--- config.mk ---
export PLATFORM = sky130hd
export DESIGN_NAME = dac_seg_encoder
export DESIGN_NICKNAME = d
export VERILOG_FILES = /design/src/rtl/dac_seg_encoder.sv
export SDC_FILE = /design/constraint.sdc
export NUM_CORES = 1
export LEC_CHECK = 0
export ABC_AREA = 1
export CAP_MARGIN = 30
export CORE_MARGIN = 2
export CORE_UTILIZATION = 46
export DETAILED_ROUTE_END_ITERATION = 10
export GPL_TIMING_DRIVEN = 1
export PLACE_DENSITY = 0.76
export SLEW_MARGIN = 20
export SYNTH_ARGS = -nofsm -noshare
export SYNTH_HDL_FRONTEND = slang
export SYNTH_SLANG_ARGS = --single-unit
--- constraint.sdc ---
create_clock -name clkin -period 2 [get_ports clkin]
set_input_delay 0.3 -clock clkin [delete_from_list [all_inputs] [get_ports clkin]]
set_output_delay 0.3 -clock clkin [all_outputs]
set_load 0.005 [all_outputs]
--- src/rtl/dac_seg_encoder.sv ---
// Segmented DAC front end: binary LSB segment plus unary MSB segment with optional
// data-weighted averaging, all outputs registered as true/complement pairs.
module dac_seg_encoder #(
  parameter int DATA_W = 10,
  parameter int BIN_W  = 7,
  localparam int MSB_W   = DATA_W - BIN_W,
  localparam int THERM_W = (2 ** MSB_W) - 1,
  localparam int PTR_W   = (THERM_W > 1) ? $clog2(THERM_W) : 1
) (
  input  logic               clkin,
  input  logic               rstb,
  input  logic               pdb,
  input  logic               in_valid,
  input  logic [DATA_W-1:0]  in_code,
  input  logic               in_fmt,
  input  logic               dwa_en,
  output logic [BIN_W-1:0]   datainbin,
  output logic [BIN_W-1:0]   datainbinb,
  output logic [THERM_W-1:0] dataintherm,
  output logic [THERM_W-1:0] datainthermb,
  output logic [DATA_W-1:0]  code_out,
  output logic [PTR_W-1:0]   dwa_ptr
);

  logic [DATA_W-1:0]  c_reg;
  logic [DATA_W-1:0]  c_next;
  logic [MSB_W-1:0]   k;
  logic [PTR_W:0]     ptr_sum;
  logic [PTR_W-1:0]   ptr_next;
  logic [THERM_W-1:0] therm_fix;
  logic [THERM_W-1:0] therm_rot;
  logic [THERM_W-1:0] therm_sel;

  // Two's complement input becomes offset binary by flipping the sign bit.
  always_comb begin
    c_next = c_reg;
    if (in_valid) begin
      c_next = {in_code[DATA_W-1] ^ in_fmt, in_code[DATA_W-2:0]};
    end
  end

  always_ff @(posedge clkin or negedge rstb) begin
    if (!rstb) begin
      c_reg <= '0;
    end else if (!pdb) begin
      c_reg <= '0;
    end else begin
      c_reg <= c_next;
    end
  end

  assign k = c_reg[DATA_W-1:BIN_W];

  // k is at most THERM_W, so one conditional subtract brings p+k back into range.
  always_comb begin
    ptr_sum  = {1'b0, dwa_ptr} + (PTR_W + 1)'(k);
    ptr_next = ptr_sum[PTR_W-1:0];
    if (ptr_sum >= (PTR_W + 1)'(THERM_W)) begin
      ptr_next = PTR_W'(ptr_sum - (PTR_W + 1)'(THERM_W));
    end
  end

  // Element gi is on when its distance forward from the pointer is below k.
  for (genvar gi = 0; gi < THERM_W; gi++) begin : g_elem
    logic [PTR_W:0] offset;

    always_comb begin
      if ((PTR_W + 1)'(gi) >= {1'b0, dwa_ptr}) begin
        offset = (PTR_W + 1)'(gi) - {1'b0, dwa_ptr};
      end else begin
        offset = (PTR_W + 1)'(gi) + (PTR_W + 1)'(THERM_W) - {1'b0, dwa_ptr};
      end
    end

    assign therm_fix[gi] = (MSB_W + 1)'(gi) < {1'b0, k};
    assign therm_rot[gi] = offset < (PTR_W + 1)'(k);
  end

  assign therm_sel = dwa_en ? therm_rot : therm_fix;

  always_ff @(posedge clkin or negedge rstb) begin
    if (!rstb) begin
      datainbin    <= '0;
      datainbinb   <= '1;
      dataintherm  <= '0;
      datainthermb <= '1;
      code_out     <= '0;
      dwa_ptr      <= '0;
    end else if (!pdb) begin
      datainbin    <= '0;
      datainbinb   <= '1;
      dataintherm  <= '0;
      datainthermb <= '1;
      code_out     <= '0;
      dwa_ptr      <= '0;
    end else begin
      datainbin    <= c_reg[BIN_W-1:0];
      datainbinb   <= ~c_reg[BIN_W-1:0];
      dataintherm  <= therm_sel;
      datainthermb <= ~therm_sel;
      code_out     <= c_reg;
      // A held sample keeps rotating; the pointer only freezes when DWA is off.
      if (dwa_en) begin
        dwa_ptr <= ptr_next;
      end
    end
  end

endmodule

# --- Word level (Yosys, flattened, before mapping) ---
# Cells that the tools add are included.
totals:
  regBits: 51
  input_bits: 16
  out_inout_bits: 41
  word_cells: 68
classes:
  addsub: 16
  n_lt_le_gt_ge: 22
  n_eq_ne: 2
  mux: 18
  bitwise_logic: 3
ops:
  columns: ["op", "n"]
  rows:
  - ["7-bit 2-to-1 mux", 5]
  - ["10-bit 2-to-1 mux", 3]
  - ["4-bit by 3-bit < comparator with 1-bit output", 7]
  - ["4-bit 2-to-1 mux", 7]
  - ["4-bit by 3-bit subtractor with 4-bit output, first input constant", 6]
  - ["3-bit by 3-bit subtractor with 4-bit output, first input constant", 4]
  - ["7-bit NOT", 2]
  - ["3-bit greater-or-equal comparator, first input constant", 3]
  - ["3-bit < comparator, first input constant", 3]
  - ["3-bit 2-to-1 mux", 3]
  - ["1-bit by 3-bit subtractor with 4-bit output, first input constant", 2]
  - ["2-bit by 3-bit subtractor with 4-bit output, first input constant", 2]
  - ["1-bit by 3-bit greater-or-equal comparator with 1-bit output, first input constant", 2]
  - ["2-bit by 3-bit greater-or-equal comparator with 1-bit output, first input constant", 2]
  - ["1-bit by 3-bit < comparator with 1-bit output, first input constant", 2]
  - ["2-bit by 3-bit < comparator with 1-bit output, first input constant", 2]
  - ["3-bit by 3-bit adder with 4-bit output", 1]
  - ["4-bit by 3-bit greater-or-equal comparator with 1-bit output, second input constant", 1]
  - ["2-bit by 1-bit != test with 1-bit output, second input constant", 2]
  - ["3-bit subtractor, second input constant", 1]
  - ["1-bit XOR", 1]

# --- Depth between registers and ports, before layout ---
# Gate-level depths: netlist (run 1).
depth:
  depth_word: 6
  depth_mapped: 16
  depth_no_buf: 14

# --- Worst setup path after synthesis (run 1) ---
# OpenSTA, ideal clock, no wires.
synth_timing:
  kind: "reg2reg"
  start: "reg dwa_ptr[1]"
  end: "reg datainthermb[4]"
  setup_time_ns: 0.079
  t_arrival_ns: 2.066
  t_required_ns: 1.921
  setup_slack_ns: -0.144
  path_stages_with_launch: 15
  path_buffers: 0
  period_less_slack_ns: 2.144
  path_cell_list: "dfrtp_1 inv_1 ha_1 inv_1 ha_1 inv_1 nand2_1 o21ai_0 ha_1 nand2_1 inv_1 o21ai_1 nand2_1 a21oi_1 inv_1"
synth_between:
  elab_chain_cells: 6
  elab_cells_between_ends: 8
  classes_between: "add/sub (2); order compare (2); mux (3); bitwise (1)"
synth_rtl:
  columns: ["item", "line_no", "rtl"]
  rows:
  - ["from (decl)", "22", "output logic [PTR_W-1:0] dwa_ptr"]
  - ["from (signal assigned)", "104", "dwa_ptr <= ptr_next;"]
  - ["4-bit by 3-bit subtractor with 4-bit output (tied with other cells)", "71", "offset = (PTR_W + 1)'(gi) + (PTR_W + 1)'(THERM_W) - {1'b0, dwa_ptr};"]
  - ["4-bit 2-to-1 mux *", "68", "if ((PTR_W + 1)'(gi) >= {1'b0, dwa_ptr}) begin"]
  - ["4-bit by 3-bit < comparator with 1-bit output *", "76", "assign therm_rot[gi] = offset < (PTR_W + 1)'(k);"]
  - ["7-bit 2-to-1 mux *", "79", "assign therm_sel = dwa_en ? therm_rot : therm_fix;"]
  - ["7-bit NOT *", "100", "datainthermb <= ~therm_sel;"]
  - ["7-bit 2-to-1 mux *", "89", "end else if (!pdb) begin"]
  - ["to (signal assigned)", "100", null]
  - ["to (decl)", "20", "output logic [THERM_W-1:0] datainthermb,"]
# Every way passes the cells marked *; elsewhere a longest branch is shown, timed or not.
# A chain may end at the register's enable or synchronous reset.

# --- Final worst setup path (run 1) ---
layout_timing:
  start: "reg dwa_ptr[0]"
  end: "reg dwa_ptr[1]"
layout_between:
  elab_chain_cells: 5
  elab_cells_between_ends: 6
  classes_between: "add/sub (2); order compare (1); mux (3)"
layout_rtl:
  columns: ["item", "line_no", "rtl"]
  rows:
  - ["3-bit by 3-bit adder with 4-bit output *", "56", "ptr_sum = {1'b0, dwa_ptr} + (PTR_W + 1)'(k);"]
  - ["4-bit by 3-bit greater-or-equal comparator with 1-bit output / 3-bit subtractor (equally long branches)", "58, 59", null]
  - ["3-bit 2-to-1 mux *", "58", "if (ptr_sum >= (PTR_W + 1)'(THERM_W)) begin"]
  - ["3-bit 2-to-1 mux *", "103", "if (dwa_en) begin"]
  - ["3-bit 2-to-1 mux *", "89", null]
# Every way passes the cells marked *; elsewhere a longest branch is shown, timed or not. The select of a mux whose other input is x is not followed.

==> flow_summary_export.csv, run 1 <==
group,metric,value,unit
run_status,outcome,"finished with violations",
run_status,violations,"setup timing",
clock_network,clk_latency,0.30,ns
clock_network,max-clock-path-buffers,2,
global_route,grt.overflow.total,0,
power_and_ir_drop,power.leakage,1.764,nW
hold_path,hold_path_class,"in2async",
synthesis,synth-edff-count,0,
place,dp_hpwl,4310,microns
synthesis,syn-cell-area,2631,sq um
power_and_ir_drop,power_frac_seq,0.410,
synthesis,syn_area_per_cell,8.461,sq um
worst_setup_path,crit_path_end_kind,"register",
power_and_ir_drop,ir_worst_vdd,0.5133,mV
drt,drcViolationCount,0,
synthesis,syn_inst,311,
sta,fin_hold_ws,0.06290,ns
floorplanning,rows,27,
floorplanning,die_w,79.63,microns
global_route,busiest_layer,"met2",
place,dp.cells,442,
global_route,antenna_found_initial,0,
worst_setup_path,slowest_delay,0.51,ns
clock_network,clk_pin_slew_worst_paths,0.09,ns
drt,drtIter0Drc,68,
finish,drive_gt1_frac,0.2286,
floorplanning,core-area,5507,sq um
worst_setup_path,path_delay_family,"adder cells",
worst_setup_path,worstPathRequired,2.19,ns
sta,fin_crit_sh,1.005,
power_and_ir_drop,intPower,1.698,mW
global_route,grt_util_met3,0.03620,
power_and_ir_drop,swShare,0.2982,
worst_setup_path,path_buf_inv,1,
sta,finalCriticalPeriod,2.009,ns
finish,diodes,0,
worst_setup_path,reg2reg_from,"dwa_ptr[0]",
finish,instances_no_fill,457,
finish,nFillCells,446,
sta,setup_violations,1,
worst_setup_path,regToRegSetupSlack,-0.009,ns
sta,layout_setup_ws,-0.009410,ns
clock_network,cts_tree,"built",
finish,multi_input_area,1266,sq um
drt,wl_per_cell,12.78,microns
worst_setup_path,ff2ff_path_depth,9,
power_and_ir_drop,p_clk_frac,0.286,
finish,area_delta_synth_final,35.90,%
worst_setup_path,crit_top_cell,"o21ai_1",
drt,drt_wl_total,5840,microns
floorplanning,die_h,79.63,microns
drt,viasPerCell,4.805,
global_route,grt_use_met2,0.3134,
global_route,grt_first_pass_wirelength,9494,microns
power_and_ir_drop,p_per_area,676.7,nW/um^2
sta,relSlewSlack,0.6459,
sta,fmax,497.7,MHz
global_route,grt_usage,0.1920,
clock_network,clock_sinks,44,
flow_run,drv_cap,0,
finish,ff_latch_area,1122,sq um
sta,worst_pin_slew,0.5311,ns
global_route,grt_max_degree,45,
sta,finalHoldViolations,0,
power_and_ir_drop,netSwitchingPower,721.6,uW
drt,drt-pass1-iter-count,4,
synthesis,ys_ff_latch,44,
synthesis,synthArstFlopShare,1.000,
clock_network,cts_hold_buf,0,
synthesis,synthFlopType,"dfrtp_1",
clock_network,ctsHtreeMaxLevel,2,
clock_network,root_buffer,"clkbuf_8",
place,gp_congestion,0.8078,
synthesis,yosysWarnings,0,
floorplanning,initial_utilization,0.4778,
synthesis,synth.area.top_cells,"dfrtp_1, ha_1, dfstp_2",
sta,grt_setup_unrepaired,"yes",
worst_setup_path,worstSetupStartpointType,"register",
synthesis,synth_fp_nets,360,
worst_setup_path,slowest_stage,"fa_1",
synthesis,yosysUniqueCellTypes,27,
floorplanning,dieArea,6341,sq um
global_route,grtUsageMet1,0.2599,
synthesis,synth_seq_area_share,0.4251,
floorplanning,io_pins,57,
worst_setup_path,crit_chain,"ha_2, fa_1, ha_1, inv_1, or2_1, nand2_2, nand2_1, o21ai_1, o21ai_1",
clock_network,cts_buffers,5,
finish,fin_nets,433,
synthesis,yosysTopAreaCellShare,0.2853,
sta,skew,0.007706,ns
place,port_buffers,56,
drt,via_count,2196,
worst_setup_path,r2r_end,"dwa_ptr[1]",
power_and_ir_drop,p_comb_frac,0.303,
worst_setup_path,critPathKind,"reg2reg",
synthesis,synth_top_area_cell,"dfrtp_1",
sta,slew_viol_final,0,
drt,final_antenna_net_count,0,
global_route,first_global_vias,2083,
worst_setup_path,crit_fanout,4,
worst_setup_path,crit_arrival,2.20,ns
[routing by layer]
metal | up-vias | part of all wire | routed length, microns
met2 | 48 | 0.50 | 2923
met3 | 6 | 0.041 | 237
met5 | - | 0 | 0
met4 | 0 | 0.013 | 78
li1 | 1115 | - | -
met1 | 1027 | 0.45 | 2601
[cells in the final DEF, fill, tap and decap left out, types with 10 or more instances in the layout]
master / synthesis / routed
o21ai_1: 4 / 11
inv_1: 53 / 48
clkdlybuf4s50_1: 0 / 55
a21oi_1: 14 / 10
nand2_1: 70 / 68
ha_1: 32 / 26
nand3_1: 18 / 18
buf_4: 8 / 25
dfrtp_1: 30 / 27
dfstp_2: 14 / 14
o21ai_0: 30 / 20
[layout make-up]
| cell class | instances | share of cell area |
|---|---|---|
| clock buffers | 5 | 0.01924 |
| flip-flops and latches | 44 | 0.3139 |
| inverters | 56 | 0.06368 |
| well taps | 72 | 0.02519 |
| repair buffers | 82 | 0.2110 |
| clock inverters | 3 | 0.01295 |
| multi-input cells | 195 | 0.3541 |
[stage by stage]
step	util	total power, mW	instance area, sq um	setup TNS [ns]	setup slack [ns]
2_1_floorplan	-	1.398	2653	-0.02040	-0.02040
3_3_place_gp	0.6026	1.654	3318	-0.02137	-0.01678
3_5_place_dp	0.6026	1.676	3318	-0.2991	-0.1041
4_1_cts	0.6292	2.370	3465	-0.01401	-0.01401
5_1_grt	0.6494	2.573	3576	-0.8949	-0.1164
6_report	0.6494	2.420	3576	-0.009410	-0.009410
[logic make-up after synthesis]
| family | Yosys count | synth area share |
|---|---|---|
| adders and majority gates | 33 | 0.1598 |
| buffers and inverters | 72 | 0.1284 |
| DFF | 44 | 0.4251 |
| AOI/OAI and AO/OA | 53 | 0.1084 |
| xor gates and xnor gates | 2 | 0.006658 |
| and+or+nand+nor | 107 | 0.1717 |
[power by group through the flow]
stage,clock network (mW),logic (mW),registers (mW)
2_1_floorplan,0,0.379,1.02
3_3_place_gp,0,0.645,1.01
3_5_place_dp,0,0.665,1.01
4_1_cts,0.697,0.680,0.993
5_1_grt,0.735,0.839,1.00
6_report,0.692,0.734,0.993
[cells in the mapped netlist, types with 2 or more instances]
master,n
dfrtp_1,30
o21ai_1,4
xnor2_1,2
a21oi_2,3
o21ai_0,30
nor2_1,9
inv_1,53
buf_4,8
a21oi_1,14
ha_1,32
nand2_2,4
dfstp_2,14
buf_2,2
buf_6,4
inv_4,2
nor2_2,2
nand2_1,70
nand3_1,18
clkbuf_1,2
[worst max path at each step]
stage | start | end | slack, ns | cells past startpoint
after detailed placement | dwa_ptr[0] | dwa_ptr[1] | -0.10 | 9
after CTS | dwa_ptr[1] | dwa_ptr[1] | -0.01 | 9
final | dwa_ptr[0] | dwa_ptr[1] | -0.009 | 9
after floorplan | dwa_ptr[0] | datainthermb[4] | -0.02 | 16
after global placement | dwa_ptr[1] | dataintherm[5] | -0.02 | 13
after global routing | dwa_ptr[1] | dataintherm[5] | -0.12 | 14
[timing repair]
item | in CTS | in global routing
setup endpoints to repair | 8 | 16
pin swaps | 2 | 9
setup buffers | 2 | 5
gates resized for setup | 6 | 30
(Power assumes the default switching activity.)
==> run 2: changes to the inputs <==
Settings changed: GPL_ROUTABILITY_DRIVEN set to 0, SETUP_SLACK_MARGIN set to 0.4.
==> flow_summary_export.csv, run 2 (synthesis results as in run 1) <==
group,metric,value,unit
clock_network,clock_sinks,44,
sta,finalHoldViolations,0,
floorplanning,io_pins,57,
drt,via_count,2327,
drt,drcViolationCount,0,
finish,post-route-util,0.6885,
drt,drt_wl_total,6568,microns
global_route,grt_max_degree,45,
clock_network,ctsHtreeMaxLevel,2,
run_status,outcome,"finished with violations",
place,port_buffers,56,
global_route,busiest_layer,"met2",
global_route,grt_util_met3,0.03733,
worst_setup_path,r2r_end,"dwa_ptr[1]",
sta,skew,0.007853,ns
worst_setup_path,worstSetupStartpointType,"register",
worst_setup_path,crit_path_end_kind,"register",
drt,drtIter0Drc,104,
place,dp_hpwl,4560,microns
worst_setup_path,path_delay_family,"adder cells",
clock_network,root_buffer,"clkbuf_8",
power_and_ir_drop,power.leakage,1.821,nW
worst_setup_path,slowest_stage,"fa_1",
global_route,grt_usage,0.2154,
finish,area_delta_synth_final,44.08,%
finish,nFillCells,428,
sta,fin_crit_sh,1.018,
sta,slew_viol_final,0,
worst_setup_path,ff2ff_path_depth,9,
finish,fin_nets,443,
worst_setup_path,startpoint,"dwa_ptr[1]",
worst_setup_path,critPathKind,"reg2reg",
global_route,first_global_vias,2236,
finish,layout_common_cells,"nand2_1, inv_1, clkdlybuf4s50_1",
sta,relSlewSlack,0.6440,
power_and_ir_drop,ir_worst_vdd,0.4112,mV
global_route,grtUsageMet1,0.2668,
sta,finalCriticalPeriod,2.035,ns
floorplanning,dieArea,6341,sq um
sta,fmax,491.3,MHz
finish,final_common_cell,"nand2_1",
worst_setup_path,worstPathRequired,2.19,ns
hold_path,hold_path_class,"in2async",
worst_setup_path,slowest_delay,0.58,ns
power_and_ir_drop,p_per_area,664.1,nW/um^2
drt,final_antenna_net_count,0,
floorplanning,die_w,79.63,microns
flow_run,drv_cap,0,
finish,diodes,0,
floorplanning,initial_utilization,0.4778,
drt,wl_per_cell,14.06,microns
clock_network,clk_latency,0.30,ns
drt,drt-pass1-iter-count,4,
place,dpl_cell_area,3341,sq um
sta,layout_setup_ws,-0.03545,ns
floorplanning,die_h,79.63,microns
sta,setup_violations,2,
global_route,grt.overflow.total,0,
sta,finalSetupTns,-0.05435,ns
finish,drive_gt1_frac,0.3013,
finish,design_area,3791,sq um
global_route,antenna_found_initial,0,
global_route,grt_use_met2,0.3681,
clock_network,cts_buffers,5,
clock_network,max-clock-path-buffers,2,
worst_setup_path,critPathCapture,"dwa_ptr[1]",
worst_setup_path,crit_arrival,2.23,ns
floorplanning,rows,27,
worst_setup_path,path_buf_inv,2,
drt,viasPerCell,4.983,
worst_setup_path,crit_fanout,7,
worst_setup_path,crit_chain,"buf_6, fa_1, ha_2, inv_2, or2_4, nand2_4, nand2_1, o21ai_0, o21ai_1",
worst_setup_path,crit_cells,9,
clock_network,clk_pin_slew_worst_paths,0.09,ns
global_route,grt_first_pass_wirelength,10560,microns
sta,worst_pin_slew,0.5340,ns
sta,grt_setup_unrepaired,"yes",
place,dpl_worst_slack,-0.06636,ns
floorplanning,core-area,5507,sq um
worst_setup_path,regToRegSetupSlack,-0.04,ns
clock_network,cts_hold_buf,0,
sta,fin_hold_ws,0.05521,ns
run_status,violations,"setup timing",
worst_setup_path,reg2reg_from,"dwa_ptr[1]",
clock_network,cts_tree,"built",
## run 2: cell types whose count changed in the layout (fill, tap and decap cells not counted), sizes merged
cell / before / now
buf: 27 / 37
dlygate4sd2: 0 / 15
clkdlybuf4s50: 55 / 39
clkinv: 1 / 0
inv: 56 / 57
clkdlybuf4s15: 0 / 1
## run 2: layer usage
metal,vias up,wire length (microns)
met2,70,3446
met3,21,309
met5,-,0
met1,1107,2612
met4,0,199
li1,1129,-
## run 2: worst min-delay path by stage
stage	end	slack (ns)	cells past startpoint
after floorplan	c_reg[0]	0.004	0
after global placement	code_out[0]	0.39	2
after detailed placement	code_out[6]	0.40	2
after CTS	code_out[6]	0.07	2
after global routing	code_out[6]	0.09	2
final	code_out[0]	0.06	2
## run 2: stage by stage
| stage | std cells | power (mW) |
|---|---|---|
| 2_1_floorplan | 311 | 1.405 |
| 3_3_place_gp | 442 | 1.672 |
| 3_5_place_dp | 442 | 1.696 |
| 4_1_cts | 463 | 2.492 |
| 5_1_grt | 467 | 2.660 |
| 6_report | 467 | 2.518 |
## run 2: power by group
group | internal (mW) | switching [mW] | total, mW
Sequential | 0.966 | 0.0269 | 0.993
Clock | 0.376 | 0.322 | 0.699
Combinational | 0.394 | 0.432 | 0.826
## run 2: what timing repair did
action / CTS / global route
endpoints found under the setup margin: 34 / 20
resized for setup: 70 / 18
buffers inserted: 13 / 4
cloned: 0 / 0
pin swaps: 14 / 18
## run 2: cell type report
cell class	instances	area (sq um)	area share
clock buffer	5	68.82	0.01815
clock inverter	3	46.29	0.01221
inverter	56	230.2	0.06073
multi-input combinational	195	1384	0.3650
sequential	44	1122	0.2960
tap	72	90.09	0.02376
timing repair buffer	92	849.6	0.2241
==> run 3: changes to the inputs <==
Settings changed: ABC_AREA 1 to not set.
==> flow_summary_export.csv, run 3 <==
group,metric,value,unit
synthesis,syn-cell-area,2676,sq um
drt,drt_wl_total,6951,microns
finish,nFillCells,395,
worst_setup_path,crit_path_end_kind,"register",
synthesis,synth.area.top_cells,"dfrtp_1, ha_1, dfstp_2",
clock_network,root_buffer,"clkbuf_8",
synthesis,yosysUniqueCellTypes,47,
worst_setup_path,crit_arrival,2.37,ns
clock_network,cts_buffers,5,
sta,relSlewSlack,0.6599,
worst_setup_path,worstSetupStartpointType,"register",
sta,skew,0.007338,ns
global_route,first_global_vias,2163,
finish,final_common_cell,"buf_4",
synthesis,synth_seq_area_share,0.4180,
worst_setup_path,critPathKind,"reg2reg",
synthesis,synthFlopType,"dfrtp_1",
floorplanning,rows,27,
hold_path,hold_path_class,"reg2reg",
global_route,grt_first_pass_wirelength,11010,microns
clock_network,max-clock-path-buffers,2,
drt,final_antenna_net_count,0,
finish,drive_gt1_frac,0.3499,
finish,design_area,4033,sq um
place,port_buffers,56,
global_route,grt_usage,0.2254,
floorplanning,io_pins,57,
place,dp_hpwl,4493,microns
synthesis,synth-edff-count,0,
clock_network,cts_tree,"built",
synthesis,synthArstFlopShare,1.000,
global_route,grtUsageMet1,0.2876,
power_and_ir_drop,swShare,0.3022,
worst_setup_path,crit_fanout,3,
drt,drtIter0Drc,176,
run_status,violations,"setup timing",
power_and_ir_drop,intPower,1.911,mW
synthesis,synth_common_cells,"ha_1, dfrtp_1, inv_1, o21ai_0, mux2i_1",
power_and_ir_drop,power.total,2.739,mW
global_route,antenna_found_initial,0,
sta,setup_violations,17,
sta,finalCriticalPeriod,2.191,ns
run_status,outcome,"finished with violations",
global_route,busiest_layer,"met2",
power_and_ir_drop,p_clk_frac,0.260,
synthesis,synth_most_common_cell,"ha_1",
sta,grt_setup_unrepaired,"yes",
power_and_ir_drop,p_comb_frac,0.374,
power_and_ir_drop,p_per_area,679.3,nW/um^2
power_and_ir_drop,power.leakage,1.811,nW
synthesis,yosysTopAreaCellShare,0.2805,
drt,viasPerCell,5.255,
finish,layout_common_cells,"buf_4, clkdlybuf4s50_1, dfrtp_1",
power_and_ir_drop,power_frac_seq,0.366,
clock_network,clk_pin_slew_worst_paths,0.09,ns
flow_run,drv_cap,0,
drt,via_count,2181,
finish,fin_nets,391,
synthesis,yosysWarnings,0,
power_and_ir_drop,netSwitchingPower,827.9,uW
sta,finalSetupTns,-2.140,ns
global_route,grt_max_degree,45,
clock_network,clock_sinks,44,
finish,diodes,0,
floorplanning,dieArea,6444,sq um
sta,fin_hold_ws,0.4153,ns
sta,fmax,456.4,MHz
floorplanning,core-area,5574,sq um
sta,finalHoldViolations,0,
drt,drt-pass1-iter-count,4,
global_route,grt.overflow.total,0,
clock_network,clk_latency,0.29,ns
sta,worst_pin_slew,0.5101,ns
sta,slew_viol_final,0,
synthesis,synth_top_area_cell,"dfrtp_1",
sta,fin_crit_sh,1.096,
floorplanning,die_h,80.28,microns
drt,wl_per_cell,16.75,microns
finish,post-route-util,0.7235,
synthesis,syn_inst,245,
finish,area_delta_synth_final,50.68,%
floorplanning,die_w,80.28,microns
worst_setup_path,worstPathRequired,2.18,ns
global_route,grt_use_met2,0.3808,
sta,layout_setup_ws,-0.1911,ns
clock_network,ctsHtreeMaxLevel,2,
global_route,grt_util_met3,0.04607,
synthesis,syn_area_per_cell,10.92,sq um
place,dpl_cell_area,3533,sq um
floorplanning,initial_utilization,0.4801,
drt,drcViolationCount,0,
power_and_ir_drop,ir_worst_vdd,0.5109,mV
synthesis,synth_fp_nets,294,
synthesis,ys_ff_latch,44,
-- run 3: cell count changes in the layout (fill, tap and decap cells not counted), moves of 6 or more --
cell,before,now
nand2_1,63,14
inv_1,45,18
mux2i_1,0,15
nand3_1,17,2
buf_4,28,39
nor2b_1,0,11
nand2_2,8,0
o21ai_0,17,9
o21ai_2,8,1
and2_1,0,6
inv_2,6,0
-- run 3: what timing repair did --
action,4_1_cts,5_1_grt
resized for setup,45,16
endpoints found under the hold margin,0,5
setup buffers,15,3
setup endpoints to repair,34,20
pin swaps,23,18
hold buffers,0,1
-- run 3: cell families (layout without fill, tap and decap cells) --
family | after synthesis | after routing | synth area share
AO/OA/AOI/OAI | 58 | 58 | 0.1604
XOR/XNOR | 6 | 6 | 0.02245
multiplexers | 16 | 16 | 0.06031
buffers and inverters | 38 | 136 | 0.07386
AND/OR/NAND/NOR | 50 | 50 | 0.1080
adder cells (fa/ha/maj) | 33 | 33 | 0.1571
flip-flops | 44 | 44 | 0.4180
-- run 3: metrics by stage --
step / worst slack [ns] / instances
5_1_grt: -0.2707 / 415
3_3_place_gp: -0.1109 / 387
3_5_place_dp: -0.2168 / 387
2_1_floorplan: -0.08379 / 245
6_report: -0.1911 / 415
4_1_cts: -0.1455 / 410
-- run 3: final timing paths --
path                            start       endpoint  slack [ns]  cells past startpoint
hold / removal               c_reg[3]  datainbinb[3]        0.42                      1
setup reg to reg           dwa_ptr[0]     dwa_ptr[1]       -0.19                      7
min in group asynchronous        rstb       c_reg[2]        0.51                      2
hold reg to reg              c_reg[3]  datainbinb[3]        0.42                      1
setup / recovery           dwa_ptr[0]     dwa_ptr[1]       -0.19                      7
max in group asynchronous        rstb  datainbinb[1]        0.92                      3
-- run 3: routing by layer --
layer | part of all wire | wire length (microns)
met5 | 0 | 0
met3 | 0.039 | 270
met1 | 0.43 | 2989
met2 | 0.50 | 3505
met4 | 0.027 | 186
-- run 3: area by class of cell --
type                       instances  area, sq um  area share
timing repair buffer             105        965.9      0.2395
inverter                          23        118.9     0.02948
clock inverter                     2        38.79    0.009618
sequential                        44         1122      0.2783
tap                               72        90.09     0.02234
multi-input combinational        163         1614      0.4002
clock buffer                       6        82.58     0.02048
-- run 3: power groups by stage --
stage               combinational [mW]  sequential, mW  clock (mW)
floorplan                        0.482            1.03           0
global placement                 0.788            1.02           0
detailed placement               0.806            1.03           0
CTS                              0.925            1.00       0.725
global route                      1.12            1.01       0.771
finish                            1.02            1.00       0.713
-- run 3: critical path: stages, from the launching register on --
cell      delay [ns]
dfrtp_2         0.45
buf_4           0.15
ha_4            0.16
fa_1            0.51
ha_2            0.22
a221oi_4        0.27
mux2i_1         0.24
a21oi_1         0.09
